$ cat src/rtl/vending_machine_multi.sv
// Multi-item vending machine: coin credit, per-item stock, greedy change return.
// Every output is registered, so each response follows its sampled input by one cycle.
module vending_machine_multi #(
  parameter int N_ITEMS    = 4,
  parameter int STOCK_W    = 4,
  parameter int INIT_STOCK = 10,
  parameter int CREDIT_W   = 8,
  parameter int MAX_CREDIT = 100,
  parameter logic [N_ITEMS*CREDIT_W-1:0] PRICE_VEC = {8'd25, 8'd15, 8'd10, 8'd5}
) (
  input  logic                       clk,
  input  logic                       reset,
  input  logic                       coin_valid,
  input  logic [1:0]                 coin,
  input  logic                       sel_valid,
  input  logic [$clog2(N_ITEMS)-1:0] sel_idx,
  input  logic                       cancel,
  input  logic                       refill,
  output logic                       coin_accept,
  output logic                       coin_reject,
  output logic                       item_valid,
  output logic [$clog2(N_ITEMS)-1:0] item_idx,
  output logic                       change_valid,
  output logic [1:0]                 change_coin,
  output logic [CREDIT_W-1:0]        credit,
  output logic [N_ITEMS-1:0]         stock_empty,
  output logic                       err_sold_out,
  output logic                       err_insufficient,
  output logic                       busy
);
  localparam int IDX_W = $clog2(N_ITEMS);

  typedef enum logic [1:0] {S_IDLE, S_CREDIT, S_VEND, S_CHANGE} state_t;

  state_t              state_reg, state_next;
  logic [CREDIT_W-1:0] credit_reg, credit_next;
  logic [STOCK_W-1:0]  stock_reg  [N_ITEMS];
  logic [STOCK_W-1:0]  stock_next [N_ITEMS];
  logic [CREDIT_W-1:0] price      [N_ITEMS];
  logic [N_ITEMS-1:0]  empty_next;

  logic             coin_accept_next, coin_reject_next, item_valid_next, change_valid_next;
  logic             err_sold_out_next, err_insufficient_next, busy_next;
  logic [IDX_W-1:0] item_idx_next;
  logic [1:0]       change_coin_next;

  logic [CREDIT_W-1:0] coin_value, change_value, sel_price;
  logic [CREDIT_W:0]   coin_sum;
  logic [1:0]          change_code;
  logic [IDX_W-1:0]    sel_safe;
  logic [STOCK_W-1:0]  sel_stock;
  logic in_wait, sel_in_range, coin_ok;
  logic do_cancel, do_sel, do_coin, coin_take, sel_vend, sel_sold, sel_short, sel_idle;
  logic do_refill, chg_issue;

  genvar gi;
  generate
    for (gi = 0; gi < N_ITEMS; gi++) begin : g_item
      assign price[gi] = PRICE_VEC[gi*CREDIT_W +: CREDIT_W];
      assign stock_next[gi] = do_refill ? STOCK_W'(INIT_STOCK) :
                              (sel_vend && sel_safe == IDX_W'(gi)) ? stock_reg[gi] - STOCK_W'(1) :
                              stock_reg[gi];
      assign empty_next[gi] = (stock_next[gi] == '0);
      always_ff @(posedge clk or negedge reset) begin
        if (!reset) stock_reg[gi] <= STOCK_W'(INIT_STOCK);
        else        stock_reg[gi] <= stock_next[gi];
      end
    end
  endgenerate

  always_comb begin
    case (coin)
      2'b01:   coin_value = CREDIT_W'(5);
      2'b10:   coin_value = CREDIT_W'(10);
      2'b11:   coin_value = CREDIT_W'(20);
      default: coin_value = '0;
    endcase
  end

  assign in_wait      = (state_reg == S_IDLE) || (state_reg == S_CREDIT);
  assign coin_sum     = {1'b0, credit_reg} + {1'b0, coin_value};
  assign coin_ok      = (coin != 2'b00) && (coin_sum <= (CREDIT_W+1)'(MAX_CREDIT));
  assign sel_in_range = (32'(sel_idx) < N_ITEMS);
  assign sel_safe     = sel_in_range ? sel_idx : '0;
  assign sel_price    = price[sel_safe];
  assign sel_stock    = stock_reg[sel_safe];

  // Priority cancel > selection > coin; cancel with no credit is not an event at all.
  assign do_cancel = (state_reg == S_CREDIT) && cancel;
  assign do_sel    = in_wait && sel_valid && !do_cancel;
  assign do_coin   = in_wait && coin_valid && !do_cancel && !do_sel;
  assign coin_take = do_coin && coin_ok;
  assign sel_idle  = do_sel && (state_reg == S_IDLE);
  assign sel_sold  = do_sel && (state_reg == S_CREDIT) && sel_in_range && (sel_stock == '0);
  assign sel_short = do_sel && (state_reg == S_CREDIT) && sel_in_range && (sel_stock != '0)
                     && (credit_reg < sel_price);
  assign sel_vend  = do_sel && (state_reg == S_CREDIT) && sel_in_range && (sel_stock != '0)
                     && (credit_reg >= sel_price);
  assign do_refill = (state_reg == S_IDLE) && refill;
  assign chg_issue = (state_reg == S_CHANGE) && (credit_reg != '0);

  assign change_value = (credit_reg >= CREDIT_W'(20)) ? CREDIT_W'(20) :
                        (credit_reg >= CREDIT_W'(10)) ? CREDIT_W'(10) : CREDIT_W'(5);
  assign change_code  = (credit_reg >= CREDIT_W'(20)) ? 2'b11 :
                        (credit_reg >= CREDIT_W'(10)) ? 2'b10 : 2'b01;

  always_ff @(posedge clk or negedge reset) begin
    if (!reset) begin
      state_reg        <= S_IDLE;
      credit_reg       <= '0;
      coin_accept      <= 1'b0;
      coin_reject      <= 1'b0;
      item_valid       <= 1'b0;
      item_idx         <= '0;
      change_valid     <= 1'b0;
      change_coin      <= 2'b00;
      err_sold_out     <= 1'b0;
      err_insufficient <= 1'b0;
      busy             <= 1'b0;
      stock_empty      <= {N_ITEMS{INIT_STOCK == 0}};
    end else begin
      state_reg        <= state_next;
      credit_reg       <= credit_next;
      coin_accept      <= coin_accept_next;
      coin_reject      <= coin_reject_next;
      item_valid       <= item_valid_next;
      item_idx         <= item_idx_next;
      change_valid     <= change_valid_next;
      change_coin      <= change_coin_next;
      err_sold_out     <= err_sold_out_next;
      err_insufficient <= err_insufficient_next;
      busy             <= busy_next;
      stock_empty      <= empty_next;
    end
  end

  always_comb begin
    state_next  = state_reg;
    credit_next = credit_reg;
    case (state_reg)
      S_IDLE: begin
        if (coin_take) begin
          credit_next = coin_sum[CREDIT_W-1:0];
          state_next  = S_CREDIT;
        end
      end
      S_CREDIT: begin
        if (do_cancel) begin
          state_next = S_CHANGE;
        end else if (sel_vend) begin
          credit_next = credit_reg - sel_price;
          state_next  = S_VEND;
        end else if (coin_take) begin
          credit_next = coin_sum[CREDIT_W-1:0];
        end
      end
      S_VEND: state_next = (credit_reg != '0) ? S_CHANGE : S_IDLE;
      default: begin
        // One extra CHANGE cycle with zero credit precedes the return to IDLE.
        if (credit_reg == '0) state_next = S_IDLE;
        else                  credit_next = credit_reg - change_value;
      end
    endcase
  end

  always_comb begin
    coin_accept_next      = coin_take;
    coin_reject_next      = coin_valid && !coin_take;
    item_valid_next       = sel_vend;
    item_idx_next         = sel_vend ? sel_idx : '0;
    change_valid_next     = chg_issue;
    change_coin_next      = chg_issue ? change_code : 2'b00;
    err_sold_out_next     = sel_sold;
    err_insufficient_next = sel_short || sel_idle;
    busy_next             = (state_next == S_VEND) || (state_next == S_CHANGE);
  end

  assign credit = credit_reg;
endmodule

$ cat config.mk
export PLATFORM = sky130hd
export DESIGN_NAME = vending_machine_multi
export DESIGN_NICKNAME = d
export VERILOG_FILES = /design/src/rtl/vending_machine_multi.sv
export SDC_FILE = /design/constraint.sdc
export NUM_CORES = 1
export LEC_CHECK = 0
export CORE_AREA = 2 2 96 89
export CTS_CLUSTER_DIAMETER = 100
export DETAILED_ROUTE_END_ITERATION = 10
export DIE_AREA = 0 0 98 91
export DONT_BUFFER_PORTS = 1
export PLACE_DENSITY_LB_ADDON = 0.1
export SKIP_LAST_GASP = 1
export SYNTH_ARGS = -nofsm -noshare
export SYNTH_HDL_FRONTEND = slang
export SYNTH_SLANG_ARGS = --single-unit
$ cat constraint.sdc
create_clock -name clk -period 7.4 [get_ports clk]
set_input_delay 1.48 -clock clk [delete_from_list [all_inputs] [get_ports clk]]
set_output_delay 1.48 -clock clk [all_outputs]
set_load 0.01 [all_outputs]
* Word level (Yosys, flattened, before mapping) *
Cells that the tools add are included.

storage, ports and cells
  bits in registers = 41
  input port bits = 10
  output and inout port bits = 23
  logic and storage cells = 115

operators by class
  add/subtract/negate cells = 7
  $lt $le $gt $ge = 6
  equal/unequal tests = 13
  multiplexer cells = 32
  bitwise gates (word level) = 2
  reduce and logical (&&, ||, !) cells = 39

operator list
  operator             count
  $mux 8               6
  $mux 4               11
  $pmux 8 s3           1
  $logic_and 1x1->1    21
  $logic_not 4->1      5
  $mux 2               9
  $bmux 8 s2           1
  $eq 2x2->1 const B   8
  $sub 4x1->4 const B  4
  $pmux 5 s3           1
  $add 8x5->9          1
  $le 9x7->1 const B   1
  $bmux 4 s2           1
  $ge 8x4->1 const B   1
  $ge 8x5->1 const B   1
  $ge 8x8->1           1
  $logic_not 8->1      1
  $lt 8x8->1           1
  $reduce_bool 8->1    1
  $sub 8x5->8          1
  $sub 8x8->8          1
  $eq 2x1->1 const B   3
  $pmux 2 s3           1
  $mux 5               1
  11 further kinds     16

* Logic depth before layout (Yosys ltp) *
  depth in word-level cells = 12
  depth in mapped cells = 14
  depth with buffers taken out = 13

* Worst setup path after synthesis *
OpenSTA, ideal clock, no wires.

  kind = input -> register
  from = input port sel_idx[1]
  to = register stock_empty[1]
  setup time = 0.096 ns
  arrival = 3.916 ns
  required time = 7.304 ns
  slack = 3.388 ns
  stages on the path = 14
  path buffers = 1
  path through = inv_1 ha_1 inv_1 ha_1 fa_1 nand2b_1 a21oi_1 o22a_2 nand3_4 inv_4 buf_6 nand2_1 a211o_1 nor4_2

RTL lines
  what                  RTL line  source
  start, declared       16        input logic [$clog2(N_ITEMS)-1:0] sel_idx,
  end signal, assigned  120       stock_empty <= {N_ITEMS{INIT_STOCK == 0}};
  end signal, assigned  133       stock_empty <= empty_next;
  end, declared         26        output logic [N_ITEMS-1:0] stock_empty,

==> results.toml <==
[logic_synthesis]
synth_ff_type = "dfrtp_1"
yosys-top-cells-count = "dfrtp_1 (33), inv_1 (25), nor2_1 (24), ha_1 (22), nand2_1 (20)"
netlist.area_leader.share_pct = 28.1
synth_nets = 349
synthArstFlopShare_pct = 100
syn_area_per_cell_sq_um = 9.33
synthTopCellsByArea = "dfrtp_1 (28%), ha_1 (9.4%), dfstp_2 (7.2%)"
synth-edff-count = 0
synth-seq-cells = 41
synth_area_leader_cell = "dfrtp_1"
yosys_warnings = 0
post_synth_num_cell_types = 67
synth.most_common_cell = "dfrtp_1"
synth_area_sq_mm = 0.00294
ys_seq_area_share_pct = 35.2
synthCells = 315

[timing]
setup_viol = 0
min_period_over_period_pct = 55.7
clock_skew_ps = 8.85
worstMarginPinSlew_ps = 713
finalHoldViolations = 0
rsz0062_at_grt = "false"
maxSlewViolCount = 0
min_period_ps = 4120
finalSetupTns_ps = 0
slew_headroom_pct = 52.1
max_freq_mhz = 242
finalWorstSetupSlack_ps = 3280

[power_and_ir_drop]
vdd.ir_drop.worst_mv = 0.128
p_per_area_mw_per_mm2 = 431
leakagePower_nw = 1.33

[floorplanning]
core_area_sq_mm = 0.00787
num_rows = 31
die_h_um = 91
die-area_sq_mm = 0.00892
num_io_pins = 33
initial_utilization_pct = 37.3
dieWidth_um = 98

[grt]
grt_max_degree = 42
antenna_found_initial = 0
grt_pass1_vias = 2232
grt-ovfl-total = 0
grt_usage_pct = 16.6
grt_pass1_wl_mm = 11.9

[final_layout]
syn2layout_area_growth_pct = 5.15
drive_gt1_share_pct = 10.6
nets = 343
diodes = 0
fill_cells = 806
post-route-util_pct = 39.3
largest_register_ffs = 16

[placement]
hpwlAfterDp_mm = 5.47
gp_congestion = 0.810
place_ws_ps = 2990
portBuffers = 0

[setup_path]
max_stage_delay_ps = 400
crit_required_ps = 7600
arrival_ps = 4330
worst-setup-path-type = "in2reg"
startpoint_type = "input pin"
crit_path_end_kind = "register"
slowest_stage = "fa_1"
cp_max_fo = 17
path_cells = "inv_1 -> ha_1 -> inv_1 -> ha_1 -> fa_1 -> nand2b_1 -> a21oi_1 -> o22a_2 -> nand3_4 -> inv_4 -> and4_1 -> o21ai_1 -> nor4_2"
crit_family = "simple AND/OR/NAND/NOR gates"
crit_buf_inv = 3

[routing]
routed_wirelength_mm = 7.21
wl_per_cell_um = 17.6
vias = 2273
drc = 0
dr.first_iter.drc_count = 138
drt.antenna.violating_nets = 0
dr.pass1.iters = 4
via_per_inst = 5.56

[clock_network]
cts_resized = 0
insertion_delay_ps = 290
cts_root_buffer = "clkbuf_8"
clk_pin_slew_ps = 80
ctsHtreeMaxLevel = 2
tritoncts = "built"
numCtsBuffers = 5
clkSinkCount = 41
postCtsHoldBufs = 0
clock_path_buffers = 2
postCtsSetupBuffers = 0

[status]
status = "complete, no violations"

[min_path]
hp-class = "reg2reg"

[flow_run]
drv_cap = 0
cells by family (layout without fill, tap and decap cells):
kind of cell | Yosys count | count (layout) | share of synthesized area, %
AND/OR/NAND/NOR | 114 | 114 | 22.6
AO/OA/AOI/OAI | 72 | 72 | 17.7
flip-flops | 41 | 41 | 35.2
buffers and inverters | 39 | 34 | 5.75
adder cells (fa/ha/maj) | 24 | 24 | 10.7
XOR/XNOR | 16 | 16 | 4.77
multiplexers | 9 | 9 | 3.19
cell type report:
class / instances / area (sq um) / area share (%)
clock inverter: 2 / 13.8 / 0.445
multi-input combinational: 235 / 1730 / 56.1
clock buffer: 6 / 82.6 / 2.67
sequential: 41 / 1040 / 33.5
tap: 99 / 124 / 4.01
inverter: 26 / 100 / 3.24
path summary, 6_finish.rpt:
kind                          startpoint        endpoint  slack, ps  cells after the start
max                           sel_idx[1]  stock_empty[1]       3280                     13
min                        stock_reg[14]   stock_reg[14]        520                      1
max reg2reg                    credit[1]       credit[4]       3860                     10
min reg2reg                stock_reg[14]   stock_reg[14]        520                      1
max in group asynchronous          reset   stock_reg[15]       6340                      0
min in group asynchronous          reset       credit[1]        870                      0
power breakdown:
group	leakage, nW	switching [W]	internal, W	total (W)
sequential	0.502	0.000130	0.000311	0.000442
clock	0.0512	0.0000792	0.0000756	0.000155
combinational	0.774	0.000407	0.000328	0.000735
per-stage QoR:
step	total power, W	std cells	instance area (sq um)	hold slack (ps)
6_report	0.00133	409	3090	518
5_1_grt	0.00145	409	3090	534
4_1_cts	0.00134	409	3090	521
3_5_place_dp	0.00117	401	2990	510
3_3_place_gp	0.00118	401	2990	508
2_1_floorplan	0.00101	315	2940	474
cells in the final DEF (no fill, tap or decap), types with 6 or more instances in the layout:
cell type	instances
nand2_1	20
nor2_1	24
ha_1	22
inv_1	25
xor2_1	7
nor4_1	6
nor2b_1	9
dfrtp_1	33
nand3_1	8
clkbuf_8	6
nor3_1	9
dfstp_2	8
mux2i_1	6
a21oi_1	14
xnor2_1	9
o21ai_0	12
routing by layer:
| layer | vias up | share of wire [%] | track usage, % | wire length [um] |
|---|---|---|---|---|
| li1 | 1134 | - | - | - |
| met1 | 1084 | 53 | 25.5 | 3810 |
| met2 | 53 | 41 | 23.7 | 2970 |
| met3 | 2 | 5.6 | 4.00 | 404 |
| met4 | 0 | 0.33 | 3.24 | 24 |
| met5 | - | 0 | 0 | 0 |
Power figures use the tool's default switching activity.
